==> src/rtl/rv_iommu_pdt_walk.sv <==
// Process-context fetch engine: PDTC lookup, then on a miss a PD20/PD17/PD8 walk,
// leaf PC validation, PDTC fill and response. One request in flight.
module rv_iommu_pdt_walk #(
  parameter int unsigned MAX_PPN = 34,
  parameter int unsigned MAX_PA  = 46
) (
  input  logic               clk,
  input  logic               rst_n,
  input  logic               req_valid_i,
  output logic               req_ready_o,
  input  logic [23:0]        req_device_id_i,
  input  logic [19:0]        req_process_id_i,
  input  logic [3:0]         pdtp_mode_i,
  input  logic [MAX_PPN-1:0] pdtp_ppn_i,
  output logic               rsp_valid_o,
  input  logic               rsp_ready_i,
  output logic               rsp_fault_o,
  output logic [11:0]        rsp_cause_o,
  output logic               rsp_ens_o,
  output logic               rsp_sum_o,
  output logic [19:0]        rsp_pscid_o,
  output logic [3:0]         rsp_fsc_mode_o,
  output logic [MAX_PPN-1:0] rsp_fsc_ppn_o,
  output logic               pdtc_lookup_o,
  output logic               pdtc_fill_o,
  output logic [23:0]        pdtc_device_id_o,
  output logic [19:0]        pdtc_process_id_o,
  output logic               pdtc_ens_o,
  output logic               pdtc_sum_o,
  output logic [19:0]        pdtc_pscid_o,
  output logic [3:0]         pdtc_fsc_mode_o,
  output logic [MAX_PPN-1:0] pdtc_fsc_ppn_o,
  input  logic               pdtc_lkup_fill_done_i,
  input  logic               pdtc_hit_i,
  input  logic               pdtc_ens_i,
  input  logic               pdtc_sum_i,
  input  logic [19:0]        pdtc_pscid_i,
  input  logic [3:0]         pdtc_fsc_mode_i,
  input  logic [MAX_PPN-1:0] pdtc_fsc_ppn_i,
  output logic               mem_req_o,
  output logic [MAX_PA-1:0]  mem_addr_o,
  input  logic               mem_gnt_i,
  input  logic               mem_rvalid_i,
  input  logic [63:0]        mem_rdata_i,
  input  logic               mem_err_i
);

  localparam logic [11:0] CAUSE_TTYP = 12'd260;
  localparam logic [11:0] CAUSE_LDF  = 12'd265;
  localparam logic [11:0] CAUSE_INV  = 12'd266;
  localparam logic [11:0] CAUSE_MCFG = 12'd267;

  localparam logic [3:0] MODE_PD8  = 4'd1;
  localparam logic [3:0] MODE_PD17 = 4'd2;
  localparam logic [3:0] MODE_PD20 = 4'd3;

  typedef enum logic [2:0] {
    S_IDLE, S_LOOKUP, S_RD_REQ, S_RD_WAIT, S_FILL, S_RSP
  } state_t;

  state_t             state;
  logic [1:0]         level_q;
  logic               leaf_fsc_q;
  logic [MAX_PPN-1:0] ppn_q;

  logic               pid_ok_c;
  logic               rd_fault_c;
  logic [11:0]        rd_cause_c;
  logic [43:0]        nl_ppn_full_c;
  logic               nl_ppn_hi_c;
  logic               fsc_ppn_hi_c;
  logic               fsc_mode_ok_c;
  logic [MAX_PPN-1:0] nl_ppn_c;

  // Table entry address for a given level; leaf PCs are 16 bytes, non-leaf entries 8.
  function automatic logic [MAX_PA-1:0] walk_addr(input logic [MAX_PPN-1:0] ppn,
                                                  input logic [1:0] lvl,
                                                  input logic [19:0] pid);
    logic [MAX_PA-1:0] base;
    base = {ppn, 12'h000};
    case (lvl)
      2'd2:    return base + MAX_PA'({pid[19:17], 3'b000});
      2'd1:    return base + MAX_PA'({pid[16:8], 3'b000});
      default: return base + MAX_PA'({pid[7:0], 4'b0000});
    endcase
  endfunction

  // PID must fit the table depth selected by the PDT mode.
  always_comb begin
    pid_ok_c = 1'b0;
    case (pdtp_mode_i)
      MODE_PD8:  pid_ok_c = (req_process_id_i[19:8] == 12'd0);
      MODE_PD17: pid_ok_c = (req_process_id_i[19:17] == 3'd0);
      MODE_PD20: pid_ok_c = 1'b1;
      default:   pid_ok_c = 1'b0;
    endcase
  end

  assign nl_ppn_full_c = mem_rdata_i[53:10];
  assign nl_ppn_hi_c   = (nl_ppn_full_c >> MAX_PPN) != 44'd0;
  assign nl_ppn_c      = mem_rdata_i[MAX_PPN+9:10];
  assign fsc_ppn_hi_c  = (mem_rdata_i[43:0] >> MAX_PPN) != 44'd0;
  assign fsc_mode_ok_c = (mem_rdata_i[63:60] == 4'd0) || (mem_rdata_i[63:60] == 4'd8) ||
                         (mem_rdata_i[63:60] == 4'd9) || (mem_rdata_i[63:60] == 4'd10);

  // Read-beat fault classification; earlier rows take priority.
  always_comb begin
    rd_fault_c = 1'b0;
    rd_cause_c = 12'd0;
    if (mem_err_i) begin
      rd_fault_c = 1'b1;
      rd_cause_c = CAUSE_LDF;
    end else if (level_q != 2'd0) begin
      if (!mem_rdata_i[0]) begin
        rd_fault_c = 1'b1;
        rd_cause_c = CAUSE_INV;
      end else if ((mem_rdata_i[9:1] != 9'd0) || (mem_rdata_i[63:54] != 10'd0) || nl_ppn_hi_c) begin
        rd_fault_c = 1'b1;
        rd_cause_c = CAUSE_MCFG;
      end
    end else if (!leaf_fsc_q) begin
      if (!mem_rdata_i[0]) begin
        rd_fault_c = 1'b1;
        rd_cause_c = CAUSE_INV;
      end else if ((mem_rdata_i[11:3] != 9'd0) || (mem_rdata_i[63:32] != 32'd0)) begin
        rd_fault_c = 1'b1;
        rd_cause_c = CAUSE_MCFG;
      end
    end else if (!fsc_mode_ok_c || fsc_ppn_hi_c) begin
      rd_fault_c = 1'b1;
      rd_cause_c = CAUSE_MCFG;
    end
  end

  always_ff @(posedge clk or negedge rst_n) begin
    if (!rst_n) begin
      state             <= S_IDLE;
      level_q           <= 2'd0;
      leaf_fsc_q        <= 1'b0;
      ppn_q             <= '0;
      req_ready_o       <= 1'b1;
      rsp_valid_o       <= 1'b0;
      rsp_fault_o       <= 1'b0;
      rsp_cause_o       <= 12'd0;
      rsp_ens_o         <= 1'b0;
      rsp_sum_o         <= 1'b0;
      rsp_pscid_o       <= 20'd0;
      rsp_fsc_mode_o    <= 4'd0;
      rsp_fsc_ppn_o     <= '0;
      pdtc_lookup_o     <= 1'b0;
      pdtc_fill_o       <= 1'b0;
      pdtc_device_id_o  <= 24'd0;
      pdtc_process_id_o <= 20'd0;
      pdtc_ens_o        <= 1'b0;
      pdtc_sum_o        <= 1'b0;
      pdtc_pscid_o      <= 20'd0;
      pdtc_fsc_mode_o   <= 4'd0;
      pdtc_fsc_ppn_o    <= '0;
      mem_req_o         <= 1'b0;
      mem_addr_o        <= '0;
    end else begin
      case (state)
        S_IDLE: begin
          if (req_valid_i && req_ready_o) begin
            req_ready_o       <= 1'b0;
            pdtc_device_id_o  <= req_device_id_i;
            pdtc_process_id_o <= req_process_id_i;
            ppn_q             <= pdtp_ppn_i;
            level_q           <= pdtp_mode_i[1:0] - 2'd1;
            leaf_fsc_q        <= 1'b0;
            if (pid_ok_c) begin
              pdtc_lookup_o <= 1'b1;
              state         <= S_LOOKUP;
            end else begin
              rsp_valid_o    <= 1'b1;
              rsp_fault_o    <= 1'b1;
              rsp_cause_o    <= CAUSE_TTYP;
              rsp_ens_o      <= 1'b0;
              rsp_sum_o      <= 1'b0;
              rsp_pscid_o    <= 20'd0;
              rsp_fsc_mode_o <= 4'd0;
              rsp_fsc_ppn_o  <= '0;
              state          <= S_RSP;
            end
          end
        end
        S_LOOKUP: begin
          if (pdtc_lkup_fill_done_i) begin
            pdtc_lookup_o <= 1'b0;
            if (pdtc_hit_i) begin
              rsp_valid_o    <= 1'b1;
              rsp_fault_o    <= 1'b0;
              rsp_cause_o    <= 12'd0;
              rsp_ens_o      <= pdtc_ens_i;
              rsp_sum_o      <= pdtc_sum_i;
              rsp_pscid_o    <= pdtc_pscid_i;
              rsp_fsc_mode_o <= pdtc_fsc_mode_i;
              rsp_fsc_ppn_o  <= pdtc_fsc_ppn_i;
              state          <= S_RSP;
            end else begin
              mem_addr_o <= walk_addr(ppn_q, level_q, pdtc_process_id_o);
              mem_req_o  <= 1'b1;
              state      <= S_RD_REQ;
            end
          end
        end
        S_RD_REQ: begin
          if (mem_gnt_i) begin
            mem_req_o <= 1'b0;
            state     <= S_RD_WAIT;
          end
        end
        S_RD_WAIT: begin
          if (mem_rvalid_i) begin
            if (rd_fault_c) begin
              rsp_valid_o    <= 1'b1;
              rsp_fault_o    <= 1'b1;
              rsp_cause_o    <= rd_cause_c;
              rsp_ens_o      <= 1'b0;
              rsp_sum_o      <= 1'b0;
              rsp_pscid_o    <= 20'd0;
              rsp_fsc_mode_o <= 4'd0;
              rsp_fsc_ppn_o  <= '0;
              state          <= S_RSP;
            end else if (level_q != 2'd0) begin
              ppn_q      <= nl_ppn_c;
              level_q    <= level_q - 2'd1;
              mem_addr_o <= walk_addr(nl_ppn_c, level_q - 2'd1, pdtc_process_id_o);
              mem_req_o  <= 1'b1;
              state      <= S_RD_REQ;
            end else if (!leaf_fsc_q) begin
              // PC.ta accepted; the fsc doubleword follows it.
              pdtc_ens_o   <= mem_rdata_i[1];
              pdtc_sum_o   <= mem_rdata_i[2];
              pdtc_pscid_o <= mem_rdata_i[31:12];
              leaf_fsc_q   <= 1'b1;
              mem_addr_o   <= mem_addr_o + MAX_PA'(8);
              mem_req_o    <= 1'b1;
              state        <= S_RD_REQ;
            end else begin
              pdtc_fsc_mode_o <= mem_rdata_i[63:60];
              pdtc_fsc_ppn_o  <= mem_rdata_i[MAX_PPN-1:0];
              pdtc_fill_o     <= 1'b1;
              state           <= S_FILL;
            end
          end
        end
        S_FILL: begin
          if (pdtc_lkup_fill_done_i) begin
            pdtc_fill_o    <= 1'b0;
            rsp_valid_o    <= 1'b1;
            rsp_fault_o    <= 1'b0;
            rsp_cause_o    <= 12'd0;
            rsp_ens_o      <= pdtc_ens_o;
            rsp_sum_o      <= pdtc_sum_o;
            rsp_pscid_o    <= pdtc_pscid_o;
            rsp_fsc_mode_o <= pdtc_fsc_mode_o;
            rsp_fsc_ppn_o  <= pdtc_fsc_ppn_o;
            state          <= S_RSP;
          end
        end
        S_RSP: begin
          if (rsp_ready_i) begin
            rsp_valid_o <= 1'b0;
            req_ready_o <= 1'b1;
            state       <= S_IDLE;
          end
        end
        default: state <= S_IDLE;
      endcase
    end
  end

endmodule
==> config.mk <==
export PLATFORM = sky130hd
export DESIGN_NAME = rv_iommu_pdt_walk
export DESIGN_NICKNAME = d
export VERILOG_FILES = /design/src/rtl/rv_iommu_pdt_walk.sv
export SDC_FILE = /design/constraint.sdc
export NUM_CORES = 1
export LEC_CHECK = 0
export CORE_ASPECT_RATIO = 1.25
export CORE_MARGIN = 2
export CORE_UTILIZATION = 42
export CTS_CLUSTER_SIZE = 10
export DETAILED_ROUTE_END_ITERATION = 8
export PLACE_DENSITY = 0.78
export SLEW_MARGIN = 20
export SYNTH_ARGS = -nofsm -noshare
export SYNTH_HDL_FRONTEND = slang
export SYNTH_SLANG_ARGS = --single-unit
export TNS_END_PERCENT = 20
==> constraint.sdc <==
create_clock -name clk -period 2.7 [get_ports clk]
set_clock_uncertainty 0.1 [all_clocks]
set_input_delay 0.27 -clock clk [delete_from_list [all_inputs] [get_ports clk]]
set_output_delay 0.27 -clock clk [all_outputs]
set_load 0.1 [all_outputs]
==> run_results.csv, run 1 <==
group,metric,value,unit
layout,drive_above_1_share,28.6,%
die,fp.dieH,200,um
die,fp.dieW,161,um
setup_path,worstReg2RegStart,"level_q[1]",
layout,final_area,18900,um2
synth,postSynthCellCount,1294,
synth,synth_cell_types,69,
routing,routedWlPerCell,21.5,um
timing,finalSetupViolCount,0,
die,die-area,32200,um2
power,power.share.clock,14.0,%
synth,ys_async_sr_fraction,100,%
worst_hold_path,min_to,"pdtc_fsc_mode_o[3]",
die,io_pins,443,
timing,min_period,2.64,ns
synth,ys.flop_type,"dfrtp_1",
placement,port_buffers,432,
synth,synth_area,12900,um2
placement,dp_hpwl,33700,um
power,combPwrFrac,61.6,%
layout,seqCellArea,6470,um2
die,fp.coreArea,30200,um2
die,initial_core_util,42.7,%
grt,grtUsageTotal,27.7,%
cts,cts_root_buf,"clkbuf_16",
synth,synth_edf_count,0,
timing,whs,0.0177,ns
setup_path,path_cells,"clkdlybuf4s50_1 > or3_1 > nor3_2 > a311oi_2 > or3_4 > or3_4 > clkbuf_16 > mux2_4",
cts,clockBufferDepth,3,
layout,diodes,0,
outcome,status,"completed",
synth,yosys_warnings,0,
setup_path,worstPathMaxFanout,5,
synth,avgSynthCellArea,9.97,um2
routing,drt_iter0_drc,821,
cts,cts-htree-levels,1,
power,ir_drop,1380,uV
placement,routabilityCongestion,0.883,
timing,fmax,378,MHz
synth,ys_seq_area_share,50.0,%
timing,maxSlewHeadroom,55.8,%
setup_path,reg2reg_depth,8,
grt,grt_pass1_vias,12363,
timing,hold_violations,0,
synth,ys_ff_latch,258,
power,powerDensity,1400,nW/um2
layout,multi_input_area,6140,um2
routing,via_per_inst,5.73,
routing,vias,12505,
routing,drtPass1Iterations,5,
power,p_leak,8.77,nW
die,placementRows,71,
run,cap_violations,0,
cts,cts_inserted_buffers,30,
power,swShare,56.4,%
power,finalPower,26.5,mW
setup_path,cp-start-kind,"primary input",
worst_hold_path,hold_path.class,"in -> reg",
routing,wirelength,46800,um
setup_path,crit_arrival,2.97,ns
setup_path,critical-path-max-stage-delay,0.53,ns
grt,grt_pass1_wl,70400,um
grt,grt_overflow,0,
timing,slew_viol_final,0,
power,pwr-share-seq,24.4,%
setup_path,endpoint_kind,"flip-flop",
layout,fin_nets,1996,
routing,drc,0,
grt,grt_max_degree,102,
layout,areaGrowthSynthToFinish,46.7,%
layout,fillers,2481,
routing,drt.antenna.violating_nets,0,
cts,clk_pin_slew_worst_paths,0.05,ns
setup_path,r2r_slack,0.07,ns
cts,cts_tree,"built",
setup_path,crit_required,3.03,ns
power,internal_power,11.5,mW
power,p_sw,14.9,mW
setup_path,r2r-end,"pdtc_pscid_o[4]",
cts,clock_latency,0.56,ns
worst_hold_path,min_from,"mem_rdata_i[63]",
placement,place_area,17800,um2
cts,clkSinkCount,258,
setup_path,cp_slowest_cell,"clkdlybuf4s50_1",
setup_path,cpMostUsedCell,"or3_4",
setup_path,criticalPathCategory,"in -> reg",
timing,min_period_over_period,97.9,%
timing,tns,0,ns
grt,antenna_found_initial,0,
timing,worst_pin_slew,0.657,ns
worst_hold_path,min_path_cells,3,
[how the worst max path moves through the flow]
stage                    startpoint               end  slack (ns)  cells after the start
global placement    mem_rdata_i[34]  pdtc_pscid_o[14]       -0.61                     11
floorplan           mem_rdata_i[54]        pdtc_ens_o       -0.10                      9
CTS                 mem_rdata_i[35]  pdtc_pscid_o[18]        0.01                     11
global route             level_q[1]   pdtc_pscid_o[1]      -0.007                      8
detailed placement  mem_rdata_i[35]  pdtc_pscid_o[14]       -0.71                     11
finish              mem_rdata_i[11]   pdtc_pscid_o[4]        0.06                      8
[sequential cells by signal (all words and copies together) (netlist names), 2 cells and up]
| register | count |
|---|---|
| rsp_cause_o | 5 |
| state | 3 |
| pdtc_pscid_o | 20 |
| level_q | 2 |
| mem_addr_o | 43 |
| rsp_fsc_mode_o | 4 |
| rsp_pscid_o | 20 |
| pdtc_process_id_o | 20 |
| pdtc_fsc_mode_o | 4 |
| pdtc_fsc_ppn_o | 34 |
| pdtc_device_id_o | 24 |
| rsp_fsc_ppn_o | 34 |
| ppn_q | 34 |
[what timing repair did]
action	CTS	global route
hold buffers	1	0
gates cloned	0	3
buffers inserted	0	4
resized for setup	9	27
pin swaps	0	13
hold endpoints to repair	71	0
endpoints found under the setup margin	66	154
[through the flow]
step	utilization (%)	setup WS, ns	instances
floorplan	-	-0.103	1303
global placement	59.1	-0.612	2133
detailed placement	59.1	-0.708	2133
CTS	62.1	0.0101	2176
global route	62.7	-0.00728	2183
finish	62.7	0.0567	2183
[area by class of cell]
cell class / instances / share of cell area [%]
multi-input cells: 923 / 32.4
well taps: 401 / 2.65
clock buffers: 42 / 4.53
inverters: 19 / 0.377
flip-flops and latches: 258 / 34.2
repair buffers: 540 / 25.9
[cells in the final DEF, fill, tap and decap left out, types with 11 or more instances in the layout]
| cell type | n |
|---|---|
| nor2_1 | 53 |
| o21ai_0 | 181 |
| mux2_2 | 83 |
| dlymetal6s2s_1 | 15 |
| clkbuf_16 | 33 |
| mux2i_1 | 35 |
| a22oi_1 | 65 |
| nand2_1 | 161 |
| clkdlybuf4s50_1 | 198 |
| buf_12 | 18 |
| a21oi_1 | 66 |
| mux2_4 | 20 |
| nand3_1 | 22 |
| nor3_1 | 20 |
| and3_1 | 16 |
| o31ai_1 | 12 |
| nand4_1 | 15 |
| dfrtp_1 | 249 |
| nor4_1 | 11 |
| inv_1 | 17 |
| buf_4 | 303 |
[per-layer routing]
| layer | wire [um] | vias up | GRT usage (%) |
|---|---|---|---|
| met5 | 0 | - | 0 |
| met4 | 1380 | 0 | 9.36 |
| met3 | 3200 | 94 | 4.24 |
| met2 | 23900 | 601 | 49.4 |
| met1 | 18300 | 6113 | 34.7 |
| li1 | - | 5697 | - |
[power groups by stage]
stage / Clock (mW) / Sequential (mW) / Combinational [mW]
floorplan: 0 / 13.9 / 4.20
global placement: 0 / 6.41 / 16.0
detailed placement: 0 / 6.48 / 16.2
CTS: 3.78 / 6.43 / 16.3
global route: 3.93 / 6.64 / 17.1
finish: 3.70 / 6.46 / 16.3
[critical path: cells and delay by family]
kind | cells | cell delay [ns]
AO/OA/AOI/OAI | 1 | 0.14
buffers and inverters | 2 | 0.72
multiplexers | 1 | 0.30
AND/OR/NAND/NOR | 4 | 1.54
[synthesized netlist by cell type (all sizes together) (14+ instances only)]
master	instances	area (um2)
mux2	103	1230
a21oi	68	340
nor4	18	113
o31ai	14	105
and3	16	100
nand2	162	608
clkbuf	80	300
inv	19	71.3
nand4	15	93.8
dfrtp	257	6430
nor2	55	209
nand3	22	110
a22oi	65	488
buf	23	149
o21ai	184	921
mux2i	35	350
nor3	23	115
[cells by family after synthesis]
family / synth area share (%)
XOR/XNOR: 0.136
other: 0.0291
AND/OR/NAND/NOR: 13.0
multiplexers: 12.3
AO/OA/AOI/OAI: 19.5
adder cells (fa/ha/maj): 0.950
flip-flops: 50.0
buffers and inverters: 4.03
Power figures use the tool's default switching activity.
==> run 2: changes to the inputs <==
--- a/config.mk
+++ b/config.mk
@@ -5,6 +5,7 @@
 export SDC_FILE = /design/constraint.sdc
 export NUM_CORES = 1
 export LEC_CHECK = 0
+export CAP_MARGIN = 20
 export CORE_ASPECT_RATIO = 1.25
 export CORE_MARGIN = 2
 export CORE_UTILIZATION = 42
==> results of run 2 <==
Final layout, timing and power as in run 1 (identical DEF).
